File: src/rtl/rv32_mem_arbiter_if.sv
// Bus bundle between the RV32I core's fetch/LSU requesters, the memory
// arbiter and the memory model. The arbiter uses the slave modport; the
// core/memory side (or a bench standing in for both) uses master.
interface rv32_mem_arbiter_if #(
    parameter int ADDR_WIDTH = 32,
    parameter int DATA_WIDTH = 32
);
    localparam int BE_W = DATA_WIDTH / 8;

    // Fetch requester
    logic                  if_req;
    logic [ADDR_WIDTH-1:0] if_addr;
    logic                  if_gnt;
    logic                  if_rvalid;
    logic [DATA_WIDTH-1:0] if_rdata;
    logic                  if_err;

    // Load/store requester
    logic                  ls_req;
    logic                  ls_we;
    logic [BE_W-1:0]       ls_be;
    logic [ADDR_WIDTH-1:0] ls_addr;
    logic [DATA_WIDTH-1:0] ls_wdata;
    logic                  ls_gnt;
    logic                  ls_rvalid;
    logic [DATA_WIDTH-1:0] ls_rdata;
    logic                  ls_err;

    // Memory port
    logic                  mem_req;
    logic                  mem_we;
    logic [BE_W-1:0]       mem_be;
    logic [ADDR_WIDTH-1:0] mem_addr;
    logic [DATA_WIDTH-1:0] mem_wdata;
    logic                  mem_ack;
    logic [DATA_WIDTH-1:0] mem_rdata;

    modport slave (
        input  if_req, if_addr,
        output if_gnt, if_rvalid, if_rdata, if_err,
        input  ls_req, ls_we, ls_be, ls_addr, ls_wdata,
        output ls_gnt, ls_rvalid, ls_rdata, ls_err,
        output mem_req, mem_we, mem_be, mem_addr, mem_wdata,
        input  mem_ack, mem_rdata
    );

    modport master (
        output if_req, if_addr,
        input  if_gnt, if_rvalid, if_rdata, if_err,
        output ls_req, ls_we, ls_be, ls_addr, ls_wdata,
        input  ls_gnt, ls_rvalid, ls_rdata, ls_err,
        input  mem_req, mem_we, mem_be, mem_addr, mem_wdata,
        output mem_ack, mem_rdata
    );
endinterface

File: src/rtl/rv32_mem_arbiter.sv
// Shares one memory port between instruction fetch (IF) and load/store (LS).
// One transaction outstanding: IDLE -> BUSY -> RESP -> IDLE.
// Build option: ARB_ROUND_ROBIN_EN selects alternating tie-break; when it is
// undefined LS always wins a tie and no last-owner register exists.
module rv32_mem_arbiter #(
    parameter int ADDR_WIDTH     = 32,
    parameter int DATA_WIDTH     = 32,
    parameter int TIMEOUT_CYCLES = 16
) (
    input  logic                clk,
    input  logic                cpurst,
    rv32_mem_arbiter_if.slave   bus
);
    localparam int BE_W  = DATA_WIDTH / 8;
    localparam int CNT_W = (TIMEOUT_CYCLES > 1) ? $clog2(TIMEOUT_CYCLES + 1) : 1;
    localparam logic OWN_IF = 1'b0;
    localparam logic OWN_LS = 1'b1;

    typedef enum logic [1:0] {IDLE, BUSY, RESP} state_t;

    state_t                state_q, state_d;
    logic                  owner_q, owner_d;
    logic                  first_q, first_d;
    logic                  we_q, we_d;
    logic [BE_W-1:0]       be_q, be_d;
    logic [ADDR_WIDTH-1:0] addr_q, addr_d;
    logic [DATA_WIDTH-1:0] wdata_q, wdata_d;
    logic [DATA_WIDTH-1:0] rdata_q, rdata_d;
    logic                  err_q, err_d;
    logic [CNT_W-1:0]      cnt_q, cnt_d;
    logic                  ls_win;
    logic                  timeout_hit;

`ifdef ARB_ROUND_ROBIN_EN
    logic                  last_q, last_d;

    // On a tie the side that was not granted last wins
    assign ls_win = bus.ls_req && (!bus.if_req || (last_q == OWN_IF));
`else
    // Fixed priority: LS wins every tie
    assign ls_win = bus.ls_req;
`endif

    // Expiry on the BUSY cycle that would make the wait TIMEOUT_CYCLES long
    assign timeout_hit = (TIMEOUT_CYCLES != 0) && (cnt_q == CNT_W'(TIMEOUT_CYCLES - 1));

    // State and command/response registers
    always_ff @(posedge clk or posedge cpurst) begin
        if (cpurst) begin
            state_q <= IDLE;
            owner_q <= OWN_IF;
            first_q <= 1'b0;
            we_q    <= 1'b0;
            be_q    <= '0;
            addr_q  <= '0;
            wdata_q <= '0;
            rdata_q <= '0;
            err_q   <= 1'b0;
            cnt_q   <= '0;
`ifdef ARB_ROUND_ROBIN_EN
            last_q  <= OWN_IF;
`endif
        end else begin
            state_q <= state_d;
            owner_q <= owner_d;
            first_q <= first_d;
            we_q    <= we_d;
            be_q    <= be_d;
            addr_q  <= addr_d;
            wdata_q <= wdata_d;
            rdata_q <= rdata_d;
            err_q   <= err_d;
            cnt_q   <= cnt_d;
`ifdef ARB_ROUND_ROBIN_EN
            last_q  <= last_d;
`endif
        end
    end

    // Next state: arbitrate and latch in IDLE, wait for ack/timeout in BUSY
    always_comb begin
        state_d = state_q;
        owner_d = owner_q;
        first_d = 1'b0;
        we_d    = we_q;
        be_d    = be_q;
        addr_d  = addr_q;
        wdata_d = wdata_q;
        rdata_d = rdata_q;
        err_d   = err_q;
        cnt_d   = cnt_q;
`ifdef ARB_ROUND_ROBIN_EN
        last_d  = last_q;
`endif
        unique case (state_q)
            IDLE: begin
                if (bus.if_req || bus.ls_req) begin
                    state_d = BUSY;
                    first_d = 1'b1;
                    cnt_d   = '0;
                    err_d   = 1'b0;
                    rdata_d = '0;
                    if (ls_win) begin
                        owner_d = OWN_LS;
                        we_d    = bus.ls_we;
                        be_d    = bus.ls_be;
                        addr_d  = bus.ls_addr;
                        wdata_d = bus.ls_wdata;
                    end else begin
                        owner_d = OWN_IF;
                        we_d    = 1'b0;
                        be_d    = '1;
                        addr_d  = bus.if_addr;
                        wdata_d = '0;
                    end
`ifdef ARB_ROUND_ROBIN_EN
                    last_d  = ls_win ? OWN_LS : OWN_IF;
`endif
                end
            end
            BUSY: begin
                // An ack on the expiry cycle still counts as a normal completion
                if (bus.mem_ack) begin
                    state_d = RESP;
                    rdata_d = we_q ? '0 : bus.mem_rdata;
                    err_d   = 1'b0;
                end else if (timeout_hit) begin
                    state_d = RESP;
                    rdata_d = '0;
                    err_d   = 1'b1;
                end else if (TIMEOUT_CYCLES != 0) begin
                    cnt_d   = cnt_q + CNT_W'(1);
                end
            end
            RESP: begin
                state_d = IDLE;
            end
            default: begin
                state_d = IDLE;
            end
        endcase
    end

    // Memory side: request only while BUSY, fields straight from the latch
    assign bus.mem_req   = (state_q == BUSY);
    assign bus.mem_we    = we_q;
    assign bus.mem_be    = be_q;
    assign bus.mem_addr  = addr_q;
    assign bus.mem_wdata = wdata_q;

    // Requester side: only the owner's outputs ever leave zero
    assign bus.if_gnt    = first_q && (owner_q == OWN_IF);
    assign bus.ls_gnt    = first_q && (owner_q == OWN_LS);
    assign bus.if_rvalid = (state_q == RESP) && (owner_q == OWN_IF);
    assign bus.ls_rvalid = (state_q == RESP) && (owner_q == OWN_LS);
    assign bus.if_rdata  = bus.if_rvalid ? rdata_q : '0;
    assign bus.ls_rdata  = bus.ls_rvalid ? rdata_q : '0;
    assign bus.if_err    = bus.if_rvalid && err_q;
    assign bus.ls_err    = bus.ls_rvalid && err_q;
endmodule

File: src/flat_wrapper.sv
// flat-port wrapper written by rule: the top's interface ports become plain ports
module rv32_mem_arbiter_flat 
#(
    parameter int ADDR_WIDTH     = 32,
    parameter int DATA_WIDTH     = 32,
    parameter int TIMEOUT_CYCLES = 16
)
  (clk, cpurst, bus_if_req, bus_if_addr, bus_if_gnt, bus_if_rvalid, bus_if_rdata, bus_if_err, bus_ls_req, bus_ls_we, bus_ls_be, bus_ls_addr, bus_ls_wdata, bus_ls_gnt, bus_ls_rvalid, bus_ls_rdata, bus_ls_err, bus_mem_req, bus_mem_we, bus_mem_be, bus_mem_addr, bus_mem_wdata, bus_mem_ack, bus_mem_rdata);
  rv32_mem_arbiter_if #(.ADDR_WIDTH(ADDR_WIDTH), .DATA_WIDTH(DATA_WIDTH)) bus_i ();
  input  logic clk;
  input  logic cpurst;
  input wire logic [$bits(bus_i.if_req)-1:0] bus_if_req;
  input wire logic [$bits(bus_i.if_addr)-1:0] bus_if_addr;
  output wire logic [$bits(bus_i.if_gnt)-1:0] bus_if_gnt;
  output wire logic [$bits(bus_i.if_rvalid)-1:0] bus_if_rvalid;
  output wire logic [$bits(bus_i.if_rdata)-1:0] bus_if_rdata;
  output wire logic [$bits(bus_i.if_err)-1:0] bus_if_err;
  input wire logic [$bits(bus_i.ls_req)-1:0] bus_ls_req;
  input wire logic [$bits(bus_i.ls_we)-1:0] bus_ls_we;
  input wire logic [$bits(bus_i.ls_be)-1:0] bus_ls_be;
  input wire logic [$bits(bus_i.ls_addr)-1:0] bus_ls_addr;
  input wire logic [$bits(bus_i.ls_wdata)-1:0] bus_ls_wdata;
  output wire logic [$bits(bus_i.ls_gnt)-1:0] bus_ls_gnt;
  output wire logic [$bits(bus_i.ls_rvalid)-1:0] bus_ls_rvalid;
  output wire logic [$bits(bus_i.ls_rdata)-1:0] bus_ls_rdata;
  output wire logic [$bits(bus_i.ls_err)-1:0] bus_ls_err;
  output wire logic [$bits(bus_i.mem_req)-1:0] bus_mem_req;
  output wire logic [$bits(bus_i.mem_we)-1:0] bus_mem_we;
  output wire logic [$bits(bus_i.mem_be)-1:0] bus_mem_be;
  output wire logic [$bits(bus_i.mem_addr)-1:0] bus_mem_addr;
  output wire logic [$bits(bus_i.mem_wdata)-1:0] bus_mem_wdata;
  input wire logic [$bits(bus_i.mem_ack)-1:0] bus_mem_ack;
  input wire logic [$bits(bus_i.mem_rdata)-1:0] bus_mem_rdata;
  assign bus_i.if_req = bus_if_req;
  assign bus_i.if_addr = bus_if_addr;
  assign bus_if_gnt = bus_i.if_gnt;
  assign bus_if_rvalid = bus_i.if_rvalid;
  assign bus_if_rdata = bus_i.if_rdata;
  assign bus_if_err = bus_i.if_err;
  assign bus_i.ls_req = bus_ls_req;
  assign bus_i.ls_we = bus_ls_we;
  assign bus_i.ls_be = bus_ls_be;
  assign bus_i.ls_addr = bus_ls_addr;
  assign bus_i.ls_wdata = bus_ls_wdata;
  assign bus_ls_gnt = bus_i.ls_gnt;
  assign bus_ls_rvalid = bus_i.ls_rvalid;
  assign bus_ls_rdata = bus_i.ls_rdata;
  assign bus_ls_err = bus_i.ls_err;
  assign bus_mem_req = bus_i.mem_req;
  assign bus_mem_we = bus_i.mem_we;
  assign bus_mem_be = bus_i.mem_be;
  assign bus_mem_addr = bus_i.mem_addr;
  assign bus_mem_wdata = bus_i.mem_wdata;
  assign bus_i.mem_ack = bus_mem_ack;
  assign bus_i.mem_rdata = bus_mem_rdata;
  rv32_mem_arbiter #(.ADDR_WIDTH(ADDR_WIDTH), .DATA_WIDTH(DATA_WIDTH), .TIMEOUT_CYCLES(TIMEOUT_CYCLES)) u_core (.clk(clk), .cpurst(cpurst), .bus(bus_i));
endmodule
File: config.mk
export PLATFORM = sky130hd
export DESIGN_NAME = rv32_mem_arbiter_flat
export DESIGN_NICKNAME = d
export VERILOG_FILES = /design/src/rtl/rv32_mem_arbiter_if.sv /design/src/rtl/rv32_mem_arbiter.sv /design/src/flat_wrapper.sv
export SDC_FILE = /design/constraint.sdc
export NUM_CORES = 1
export LEC_CHECK = 0
export ABC_AREA = 1
export CAP_MARGIN = 10
export CORE_MARGIN = 4
export CORE_UTILIZATION = 35
export DETAILED_ROUTE_END_ITERATION = 6
export HOLD_SLACK_MARGIN = 0.03
export PLACE_DENSITY_LB_ADDON = 0.25
export SLEW_MARGIN = 20
export SYNTH_ARGS = -nofsm -noshare
export SYNTH_HDL_FRONTEND = slang
export SYNTH_SLANG_ARGS = --single-unit
File: constraint.sdc
create_clock -name clk -period 3.4 [get_ports clk]
set_input_delay 0.68 -clock clk [delete_from_list [all_inputs] [get_ports clk]]
set_output_delay 0.68 -clock clk [all_outputs]
set_load 0.05 [all_outputs]
# Word level (Yosys, flattened, before mapping)
# Cells that the tools add are included.
word_totals:
  register_bits: 111
  in_bits: 138
  output_inout_bits: 140
classes:
  n_eq_ne: 7
  bitwise: 1
  mux: 26
  n_reduce_logical: 13
  n_addsub: 1
ops:
  columns: ["cell", "n"]
  rows:
  - ["32-bit 2-to-1 mux", 8]
  - ["32-bit case mux with 2 select lines", 1]
  - ["5-bit 2-to-1 mux", 3]
  - ["5-bit case mux with 2 select lines", 1]
  - ["1-bit 2-to-1 mux", 7]
  - ["1-bit logical AND", 6]
  - ["2-bit 2-to-1 mux", 3]
  - ["5-bit by 1-bit adder with 5-bit output (second input constant)", 1]
  - ["5-bit by 4-bit == test with 1-bit output (second input constant)", 1]
  - ["4-bit 2-to-1 mux", 1]
  - ["2-bit != test (second input constant)", 2]
  - ["2-bit case mux with 2 select lines", 1]
  - ["2-bit AND reduction", 2]
  - ["4-bit AND reduction", 1]
  - ["3-bit by 1-bit != test with 1-bit output (second input constant)", 1]
  - ["3-bit AND reduction", 1]
  - ["2-bit by 1-bit == test with 1-bit output (second input constant)", 1]
  - ["2-bit == test (second input constant)", 1]
  - ["2-bit logical NOT", 1]
  - ["2-bit by 1-bit != test with 1-bit output (second input constant)", 1]
  - ["1-bit case mux with 2 select lines", 1]
  - ["2-bit nonzero test", 1]
  - ["1-bit logical OR", 1]
  - ["1-bit inverter", 1]

# Longest topological paths before layout
# Gate-level depths: netlist of the first run.
logic_depth:
  depth_word: 4
  depth_mapped: 10
  mapped_depth_nobuf: 10

# Worst setup path after synthesis of the first run
# OpenSTA, ideal clock, no wires.
synth_path:
  path_type: "reg2out"
  startpoint: "register u_core.owner_q"
  endpoint: "output port bus_if_rdata[0]"
  stages_incl_launch_ff: 5
  arrival_time_ns: 2.171
  slack_ns: 0.549
  path_cell_list: "dfrtp_1 -> nor3_2 -> inv_2 -> clkbuf_1 -> nor2_1"
synth_via:
  elab_chain_cells: 3
synth_lines:
  columns: ["item", "line", "source"]
  rows:
  - ["start, declared", "rv32_mem_arbiter.sv:22", "logic owner_q, owner_d;"]
  - ["start signal, assigned", "rv32_mem_arbiter.sv:65", "owner_q <= owner_d;"]
  - ["1-bit inverter", "rv32_mem_arbiter.sv:154", "assign bus.if_rvalid = (state_q == RESP) && (owner_q == OWN_IF);"]
  - ["1-bit logical AND", "rv32_mem_arbiter.sv:154", null]
  - ["via bus_if_rvalid", "flat_wrapper.sv:15", "output wire logic [$bits(bus_i.if_rvalid)-1:0] bus_if_rvalid;"]
  - ["32-bit 2-to-1 mux", "rv32_mem_arbiter.sv:156", "assign bus.if_rdata = bus.if_rvalid ? rdata_q : '0;"]
  - ["end, declared", "flat_wrapper.sv:16", "output wire logic [$bits(bus_i.if_rdata)-1:0] bus_if_rdata;"]
# The timed path passes the listed nets, and every way through them passes these cells.

# Worst setup path in the final report of the first run
layout_path:
  startpoint: "register u_core.owner_q"
  endpoint: "output port bus_if_rdata[17]"
layout_via:
  elab_chain_cells: 3
layout_lines:
  columns: ["item", "line"]
  rows:
  - ["1-bit inverter", "rv32_mem_arbiter.sv:154"]
  - ["1-bit logical AND", "rv32_mem_arbiter.sv:154"]
  - ["32-bit 2-to-1 mux", "rv32_mem_arbiter.sv:156"]
# No other way between the ends.

==> results.sh, run 1 <==
export IMPL_holdWs_ns=0.472
export IMPL_die_w_um=127
export IMPL_first_pass_iters=4
export IMPL_die_area_sq_mm=0.0162
export IMPL_core_area_sq_mm=0.0139
export IMPL_synthDistinctLibCells=19
export IMPL_drt_wirelength_per_cell_um=14.5
export IMPL_n_antenna_cell=0
export IMPL_cts_buffer_depth=2
export IMPL_fin_nets=1038
export IMPL_instances_no_fill=1082
export IMPL_yosysWarnings=0
export IMPL_postCtsHoldBufs=0
export IMPL_rsz0062_at_grt="no"
export IMPL_drc_errors=0
export IMPL_viasPerCell=4.54
export IMPL_gr_usage_all_layers_pct=19.1
export IMPL_setup_viol=0
export IMPL_cts_htree_levels=3
export IMPL_min_period_over_period_pct=88.5
export IMPL_drv_slew=0
export IMPL_drt_iter0_drc=185
export IMPL_cp_startpoint="u_core.owner_q$_DFFE_PP0P_"
export IMPL_worst_pin_slew_ns=1.05
export IMPL_power_mw=7.32
export IMPL_hold_path_startpoint="u_core.rdata_q[23]$_DFFE_PP0P_"
export IMPL_fp_dieH_um=127
export IMPL_leakage_nw=3.81
export IMPL_grt_max_degree=100
export IMPL_clock_skew_ns=0.0105
export IMPL_clkSlewWorstSetupHoldPaths_ns=0.07
export IMPL_placed_cell_area_sq_mm=0.00780
export IMPL_gp_congestion=0.853
export IMPL_path_class="reg -> out"
export IMPL_clk_latency_ns=0.35
export IMPL_antenna_found_initial=0
export IMPL_fin_area_sq_mm=0.00815
export IMPL_r2r_setup_slack_ns=1.44
export IMPL_power_density_mw_per_mm2=898
export IMPL_worstPathRequired_ns=2.72
export IMPL_worstPathArrival_ns=2.33
export IMPL_root_buffer="clkbuf_16"
export IMPL_ios=278
export IMPL_drive_above_1_share_pct=7.43
export IMPL_yosysSeqAreaShare_pct=55.8
export IMPL_start_util_pct=35.8
export IMPL_ys_ff_latch=111
export IMPL_fillCellCount=1273
export IMPL_hold_viol=0
export IMPL_cts_resized=0
export IMPL_drv_cap=0
export IMPL_grt_pass1_vias=4764
export IMPL_synthCells=635
export IMPL_r2r_start="u_core.cnt_q[0]$_DFFE_PP0P_"
export IMPL_ir_drop_mv=0.479
export IMPL_cts_tree="yes"
export IMPL_port_buffers=277
export IMPL_min_path_type="reg -> reg"
export IMPL_fin_setup_tns_ns=0
export IMPL_path_max_fanout=33
export IMPL_grt_pass1_wl_um=24400
export IMPL_startpoint_type="flop"
export IMPL_syn_nets=775
export IMPL_place_hpwl_um=11600
export IMPL_vias=4908
export IMPL_min_period_ns=3.01
export IMPL_wirelength_um=15700
export IMPL_syn_to_final_growth_pct=63.8
export IMPL_max_freq_ghz=0.332
export IMPL_fp_row_count=43
export IMPL_synth_cell_area_sq_mm=0.00497
export IMPL_cts_setup_buffers=0
export IMPL_cts_buffers=9
export IMPL_syn_mean_instance_area_sq_um=7.83
export IMPL_gr_total_overflow=0
export IMPL_ant_nets=0
export IMPL_place_inst=1067
export IMPL_cts_sinks=111
export IMPL_endpoint_kind="primary output"
export IMPL_status="finished clean"
export IMPL_max_slew_margin_pct=29.7
[per-stage QoR]
step                      utilization [%]  worst slack [ns]
after global placement               56.2             0.790
after detailed placement             56.2             0.715
after CTS                            58.7             0.371
after global routing                 58.7             0.216
final                                58.7             0.390
after floorplan                         -             0.549
[layer usage]
metal / vias to the layer above / wire (um) / track usage (%)
li1: 2459 / - / -
met1: 2228 / 6500 / 23.0
met2: 204 / 7230 / 31.5
met3: 17 / 1660 / 7.19
met4: 0 / 317 / 6.69
met5: - / 0 / 0
[flip-flops by register name (all words and copies together), names as in the netlist]
| signal | flops |
|---|---|
| u_core.rdata_q | 32 |
| u_core.bus.mem_addr | 32 |
| u_core.owner_q | 1 |
| u_core.state_q | 2 |
| u_core.err_q | 1 |
| u_core.cnt_q | 5 |
| u_core.bus.mem_wdata | 32 |
| u_core.first_q | 1 |
| u_core.bus.mem_be | 4 |
| u_core.bus.mem_we | 1 |
[kinds of logic after synthesis]
group	after synthesis	synth area share, %
AOI/OAI and AO/OA	40	5.94
DFF	111	55.8
and+or+nand+nor	403	31.1
buffers and inverters	79	6.62
adders and majority gates	2	0.503
[worst max-delay path, stage by stage (launching register included)]
cell and delay (ns):
dfrtp_1 0.43, nor3_2 0.26, inv_2 0.27, nor2_1 0.19
clkdlybuf4s50_1 0.82
[Yosys cell counts]
cell type	number	area share (%)
buf_2	11	1.1
clkbuf_1	16	1.2
nand3_1	4	0.40
a21oi_1	1	0.10
inv_2	5	0.38
o21ai_0	3	0.30
nor2_1	141	11
ha_1	2	0.50
nor3_2	2	0.40
dfrtp_1	111	56
nand2_2	3	0.38
inv_1	42	3.2
nand4_1	1	0.13
nor2_2	1	0.13
nand2_1	250	19
nor3b_1	1	0.15
o22a_1	4	0.70
buf_4	5	0.75
o31ai_1	32	4.8
[layout make-up]
| cell class | count | area (sq um) | area share (%) |
|---|---|---|---|
| multi-input cells | 445 | 1880 | 23.0 |
| inverters | 47 | 180 | 2.21 |
| clock inverters | 5 | 106 | 1.31 |
| clock buffers | 10 | 239 | 2.93 |
| repair buffers | 284 | 2740 | 33.7 |
| well taps | 180 | 225 | 2.76 |
| flip-flops and latches | 111 | 2780 | 34.1 |
[worst paths after layout]
check	cells past startpoint	endpoint
setup / recovery	4	bus_if_rdata[17]
hold / removal	2	u_core.rdata_q[23]$_DFFE_PP0P_
setup reg to reg	9	u_core.rdata_q[6]$_DFFE_PP0P_
hold reg to reg	2	u_core.rdata_q[23]$_DFFE_PP0P_
max in group asynchronous	3	u_core.bus.mem_wdata[22]$_DFFE_PP0P_
min in group asynchronous	2	u_core.rdata_q[27]$_DFFE_PP0P_
[power by group]
group / switching [mW] / internal [mW]
clock network: 0.478 / 0.738
logic: 2.69 / 1.22
registers: 0.326 / 1.87
total: 3.50 / 3.83
[cells in the final DEF (no fill, tap or decap)]
master           instances
nor2_2                   1
clkdlybuf4s50_1        244
clkinvlp_4               2
ha_1                     2
clkbuf_16                9
buf_4                   40
nand2_4                  1
dfrtp_1                111
bufinv_16                3
nand3_1                  4
nand2_2                  2
nand4_1                  1
nand2_1                250
nor2_1                 141
inv_1                   41
o31ai_1                 32
a21oi_1                  1
o21ai_0                  3
clkinv_4                 1
nor3_2                   1
clkbuf_8                 1
nor3_4                   1
nor3b_1                  1
o22a_1                   4
inv_2                    5
(Power assumes the default switching activity.)
==> inputs of run 2 (changes only) <==
Settings changed: CORE_MARGIN 4 to default.
==> results.sh, run 2 (synthesis results as in run 1) <==
export IMPL_status="finished clean"
export IMPL_fillCellCount=1314
export IMPL_cts_resized=0
export IMPL_die_w_um=121
export IMPL_place_hpwl_um=10600
export IMPL_core_area_sq_mm=0.0139
export IMPL_gp_congestion=0.805
export IMPL_min_period_ns=2.96
export IMPL_gr_total_overflow=0
export IMPL_power_density_mw_per_mm2=880
export IMPL_drt_iter0_drc=159
export IMPL_vias=4828
export IMPL_r2r_setup_slack_ns=1.45
export IMPL_wirelength_um=14600
export IMPL_mostFrequentLayoutCell="nand2_1"
export IMPL_ant_nets=0
export IMPL_fp_dieH_um=121
export IMPL_max_freq_ghz=0.338
export IMPL_n_antenna_cell=0
export IMPL_cts_tree="yes"
export IMPL_multi_input_area_sq_mm=0.00188
export IMPL_drive_above_1_share_pct=7.32
export IMPL_min_period_over_period_pct=87.0
export IMPL_cts_setup_buffers=0
export IMPL_cts_buffers=9
export IMPL_cts_buffer_depth=2
export IMPL_drv_slew=0
export IMPL_clk_latency_ns=0.35
export IMPL_cts_htree_levels=3
export IMPL_ff_latch_area_sq_mm=0.00278
export IMPL_hold_path_startpoint="u_core.rdata_q[30]$_DFFE_PP0P_"
export IMPL_grt_max_degree=100
export IMPL_root_buffer="clkbuf_16"
export IMPL_worst_pin_slew_ns=0.997
export IMPL_antenna_found_initial=0
export IMPL_grt_pass1_vias=4473
export IMPL_r2r_start="u_core.state_q[0]$_DFFE_PP0P_"
export IMPL_endpoint_kind="primary output"
export IMPL_fp_row_count=43
export IMPL_drc_errors=0
export IMPL_leakage_nw=3.79
export IMPL_fin_nets=1037
export IMPL_hold_viol=0
export IMPL_clock_skew_ns=0.00445
export IMPL_die_area_sq_mm=0.0147
export IMPL_fin_setup_tns_ns=0
export IMPL_postCtsHoldBufs=0
export IMPL_rr_worst_depth=3
export IMPL_grt_pass1_wl_um=22700
export IMPL_start_util_pct=35.8
export IMPL_r2r_end="u_core.bus.mem_addr[24]$_DFFE_PP0P_"
export IMPL_max_slew_margin_pct=33.5
export IMPL_syn_to_final_growth_pct=62.8
export IMPL_ios=278
export IMPL_holdPathEnd="u_core.rdata_q[30]$_DFFE_PP0P_"
export IMPL_port_buffers=277
export IMPL_path_max_fanout=33
export IMPL_power_mw=7.13
export IMPL_worstPathRequired_ns=2.72
export IMPL_clkSlewWorstSetupHoldPaths_ns=0.07
export IMPL_drt_wirelength_per_cell_um=13.5
export IMPL_cts_sinks=111
export IMPL_drv_cap=0
export IMPL_worstPathArrival_ns=2.28
export IMPL_rsz0062_at_grt="no"
export IMPL_path_class="reg -> out"
export IMPL_startpoint_type="flop"
export IMPL_min_path_type="reg -> reg"
export IMPL_gr_usage_all_layers_pct=20.1
export IMPL_first_pass_iters=5
export IMPL_viasPerCell=4.46
export IMPL_final_cell_mix="250 x nand2_1, 244 x clkdlybuf4s50_1, 141 x nor2_1"
export IMPL_setup_viol=0
export IMPL_min_path_cells=2
export IMPL_ir_drop_mv=0.508
[run 2: per-stage QoR]
stage               instances  hold WS (ns)  cell area [sq um]  util (%)  setup WS (ns)
floorplan                 635         0.442               4980         -          0.549
global placement         1066         0.453               7810      56.3          0.810
detailed placement       1066         0.458               7810      56.3          0.785
CTS                      1082         0.477               8100      58.3          0.400
global route             1082         0.487               8100      58.3          0.290
finish                   1082         0.473               8100      58.3          0.442
[run 2: power by group]
part	total (mW)	switching [mW]	internal, mW	leakage [nW]
clock	1.05	0.480	0.570	0.142
sequential	2.18	0.316	1.87	1.42
combinational	3.90	2.68	1.22	2.23
total	7.13	3.47	3.66	3.79
[run 2: area by class of cell]
cell class                      instances  area share (%)
Sequential cell                       111            34.3
Timing Repair Buffer                  283            33.9
Multi-Input combinational cell        445            23.2
Clock buffer                           10            2.83
Tap cell                              180            2.78
Inverter                               47            2.22
Clock inverter                          6           0.757
[run 2: worst max-delay path, cell delays in order, from the launching register on]
cell and delay, ns:
dfrtp_1 0.44, nor3_2 0.24, inv_2 0.25, nor2_1 0.17
clkdlybuf4s50_1 0.82
[run 2: worst max path at each step]
stage                                  start                to  slack, ns  cells past startpoint
6_report          u_core.owner_q$_DFFE_PP0P_  bus_if_rdata[18]       0.44                      4
3_3_place_gp      u_core.owner_q$_DFFE_PP0P_  bus_if_rdata[23]       0.81                      4
5_1_grt        u_core.state_q[1]$_DFFE_PP0P_  bus_if_rdata[18]       0.29                      5
4_1_cts           u_core.owner_q$_DFFE_PP0P_  bus_if_rdata[18]       0.40                      4
3_5_place_dp      u_core.owner_q$_DFFE_PP0P_  bus_if_rdata[18]       0.78                      4
2_1_floorplan     u_core.owner_q$_DFFE_PP0P_   bus_if_rdata[0]       0.55                      4
[run 2: metal layers]
metal / wire (um) / up-vias / global-route usage [%]
met2: 6750 / 205 / 32.6
met3: 1460 / 20 / 7.24
met5: 0 / - / 0
li1: - / 2461 / -
met1: 6040 / 2142 / 24.2
met4: 311 / 0 / 7.87
==> inputs of run 3 (changes only) <==
Settings changed: GPL_TIMING_DRIVEN from default to 0.
==> results.sh, run 3 (synthesis results as in run 1) <==
export IMPL_drt_iter0_drc=217
export IMPL_grt_max_degree=34
export IMPL_cell_internal_pwr_mw=3.75
export IMPL_cts_resized=0
export IMPL_postCtsHoldBufs=0
export IMPL_drv_slew=0
export IMPL_cts_buffers=9
export IMPL_cts_setup_buffers=0
export IMPL_gr_total_overflow=0
export IMPL_cts_tree="yes"
export IMPL_path_max_fanout=10
export IMPL_clkSlewWorstSetupHoldPaths_ns=0.08
export IMPL_port_buffers=276
export IMPL_gp_congestion=0.760
export IMPL_p_comb_share_pct=54.8
export IMPL_clock_skew_ns=0.0108
export IMPL_hold_viol=0
export IMPL_cts_htree_levels=3
export IMPL_r2r_end="u_core.rdata_q[20]$_DFFE_PP0P_"
export IMPL_fin_nets=1065
export IMPL_first_pass_iters=4
export IMPL_die_area_sq_mm=0.0147
export IMPL_r2r_start="u_core.cnt_q[0]$_DFFE_PP0P_"
export IMPL_fillCellCount=1295
export IMPL_hold_path_startpoint="u_core.rdata_q[23]$_DFFE_PP0P_"
export IMPL_seq_power_share_pct=29.8
export IMPL_grt_pass1_wl_um=24400
export IMPL_cts_sinks=111
export IMPL_start_util_pct=35.8
export IMPL_fp_dieH_um=121
export IMPL_setup_viol=0
export IMPL_drive_above_1_share_pct=5.05
export IMPL_clk_latency_ns=0.36
export IMPL_ir_drop_mv=0.458
export IMPL_cts_buffer_depth=2
export IMPL_leakage_nw=3.81
export IMPL_max_freq_ghz=0.314
export IMPL_holdWs_ns=0.473
export IMPL_drt_wirelength_per_cell_um=13.8
export IMPL_min_period_over_period_pct=93.5
export IMPL_endpoint_kind="primary output"
export IMPL_r2r_setup_slack_ns=1.68
export IMPL_n_antenna_cell=0
export IMPL_fp_row_count=43
export IMPL_worstPathArrival_ns=2.50
export IMPL_rr_worst_depth=10
export IMPL_drc_errors=0
export IMPL_max_slew_margin_pct=59.9
export IMPL_worst_pin_slew_ns=0.599
export IMPL_viasPerCell=4.47
export IMPL_min_period_ns=3.18
export IMPL_startpoint_type="flop"
export IMPL_wirelength_um=15300
export IMPL_drv_cap=0
export IMPL_min_path_cells=2
export IMPL_rsz0062_at_grt="no"
export IMPL_mostFrequentLayoutCell="clkdlybuf4s50_1"
export IMPL_place_hpwl_um=12000
export IMPL_antenna_found_initial=0
export IMPL_status="finished clean"
export IMPL_syn_to_final_growth_pct=67.7
export IMPL_worstPathRequired_ns=2.72
export IMPL_clkPwrFrac_pct=15.4
export IMPL_vias=4960
export IMPL_fin_setup_tns_ns=0
export IMPL_power_density_mw_per_mm2=878
export IMPL_core_area_sq_mm=0.0139
export IMPL_final_cell_mix="276 x clkdlybuf4s50_1, 250 x nand2_1, 141 x nor2_1"
export IMPL_p_sw_mw=3.57
export IMPL_path_class="reg -> out"
export IMPL_ios=278
export IMPL_holdPathEnd="u_core.rdata_q[23]$_DFFE_PP0P_"
export IMPL_die_w_um=121
export IMPL_min_path_type="reg -> reg"
export IMPL_grt_pass1_vias=4776
export IMPL_ant_nets=0
export IMPL_switching_share_pct=48.8
export IMPL_root_buffer="clkbuf_16"
export IMPL_power_mw=7.32
export IMPL_gr_usage_all_layers_pct=21.9
==> run 3: routing by layer <==
layer	global-route usage, %	vias up	part of all wire, %
met3	7.94	29	10
met5	0	-	0
met4	10.1	0	3.0
met2	36.5	225	47
met1	24.9	2184	40
li1	-	2522	-
==> run 3: cell type report <==
cell class              count  area, sq um  share of cell area, %
repair buffers            279         2820                   33.8
flip-flops and latches    111         2780                   33.3
multi-input cells         445         1870                   22.4
clock buffers               9          225                   2.70
well taps                 180          225                   2.70
inverters                  47          180                   2.16
plain buffers              32          153                   1.83
clock inverters             7         90.1                   1.08
==> run 3: worst max path at each step <==
stage	start	cells past startpoint	end
CTS	u_core.owner_q$_DFFE_PP0P_	5	bus_if_rdata[10]
global route	u_core.state_q[0]$_DFFE_PP0P_	5	bus_ls_rdata[26]
global placement	cpurst	2	u_core.bus.mem_wdata[29]$_DFFE_PP0P_
floorplan	u_core.owner_q$_DFFE_PP0P_	4	bus_if_rdata[0]
finish	u_core.owner_q$_DFFE_PP0P_	5	bus_if_rdata[10]
detailed placement	u_core.state_q[0]$_DFFE_PP0P_	5	bus_ls_rdata[10]
==> run 3: critical path: stages (launching register included) <==
cell	delay (ns)
dfrtp_1	0.45
nor3_2	0.31
inv_2	0.11
clkbuf_1	0.22
nor2_1	0.22
clkdlybuf4s50_1	0.84
==> run 3: power by group through the flow <==
| stage | sequential (mW) | combinational (mW) | clock [mW] |
|---|---|---|---|
| floorplan | 3.46 | 1.32 | 0 |
| global placement | 2.19 | 4.02 | 0 |
| detailed placement | 2.20 | 4.06 | 0 |
| CTS | 2.19 | 4.06 | 1.15 |
| global route | 2.26 | 4.30 | 1.21 |
| finish | 2.18 | 4.01 | 1.13 |
==> run 3: per-stage QoR <==
| step | worst slack, ns | instance area [sq um] | std cells | utilization [%] |
|---|---|---|---|---|
| floorplan | 0.549 | 4980 | 635 | - |
| global placement | 0.197 | 7970 | 1091 | 57.4 |
| detailed placement | 0.575 | 8030 | 1094 | 57.8 |
| CTS | 0.177 | 8340 | 1110 | 60.1 |
| global route | 0.0646 | 8340 | 1110 | 60.1 |
| finish | 0.219 | 8340 | 1110 | 60.1 |
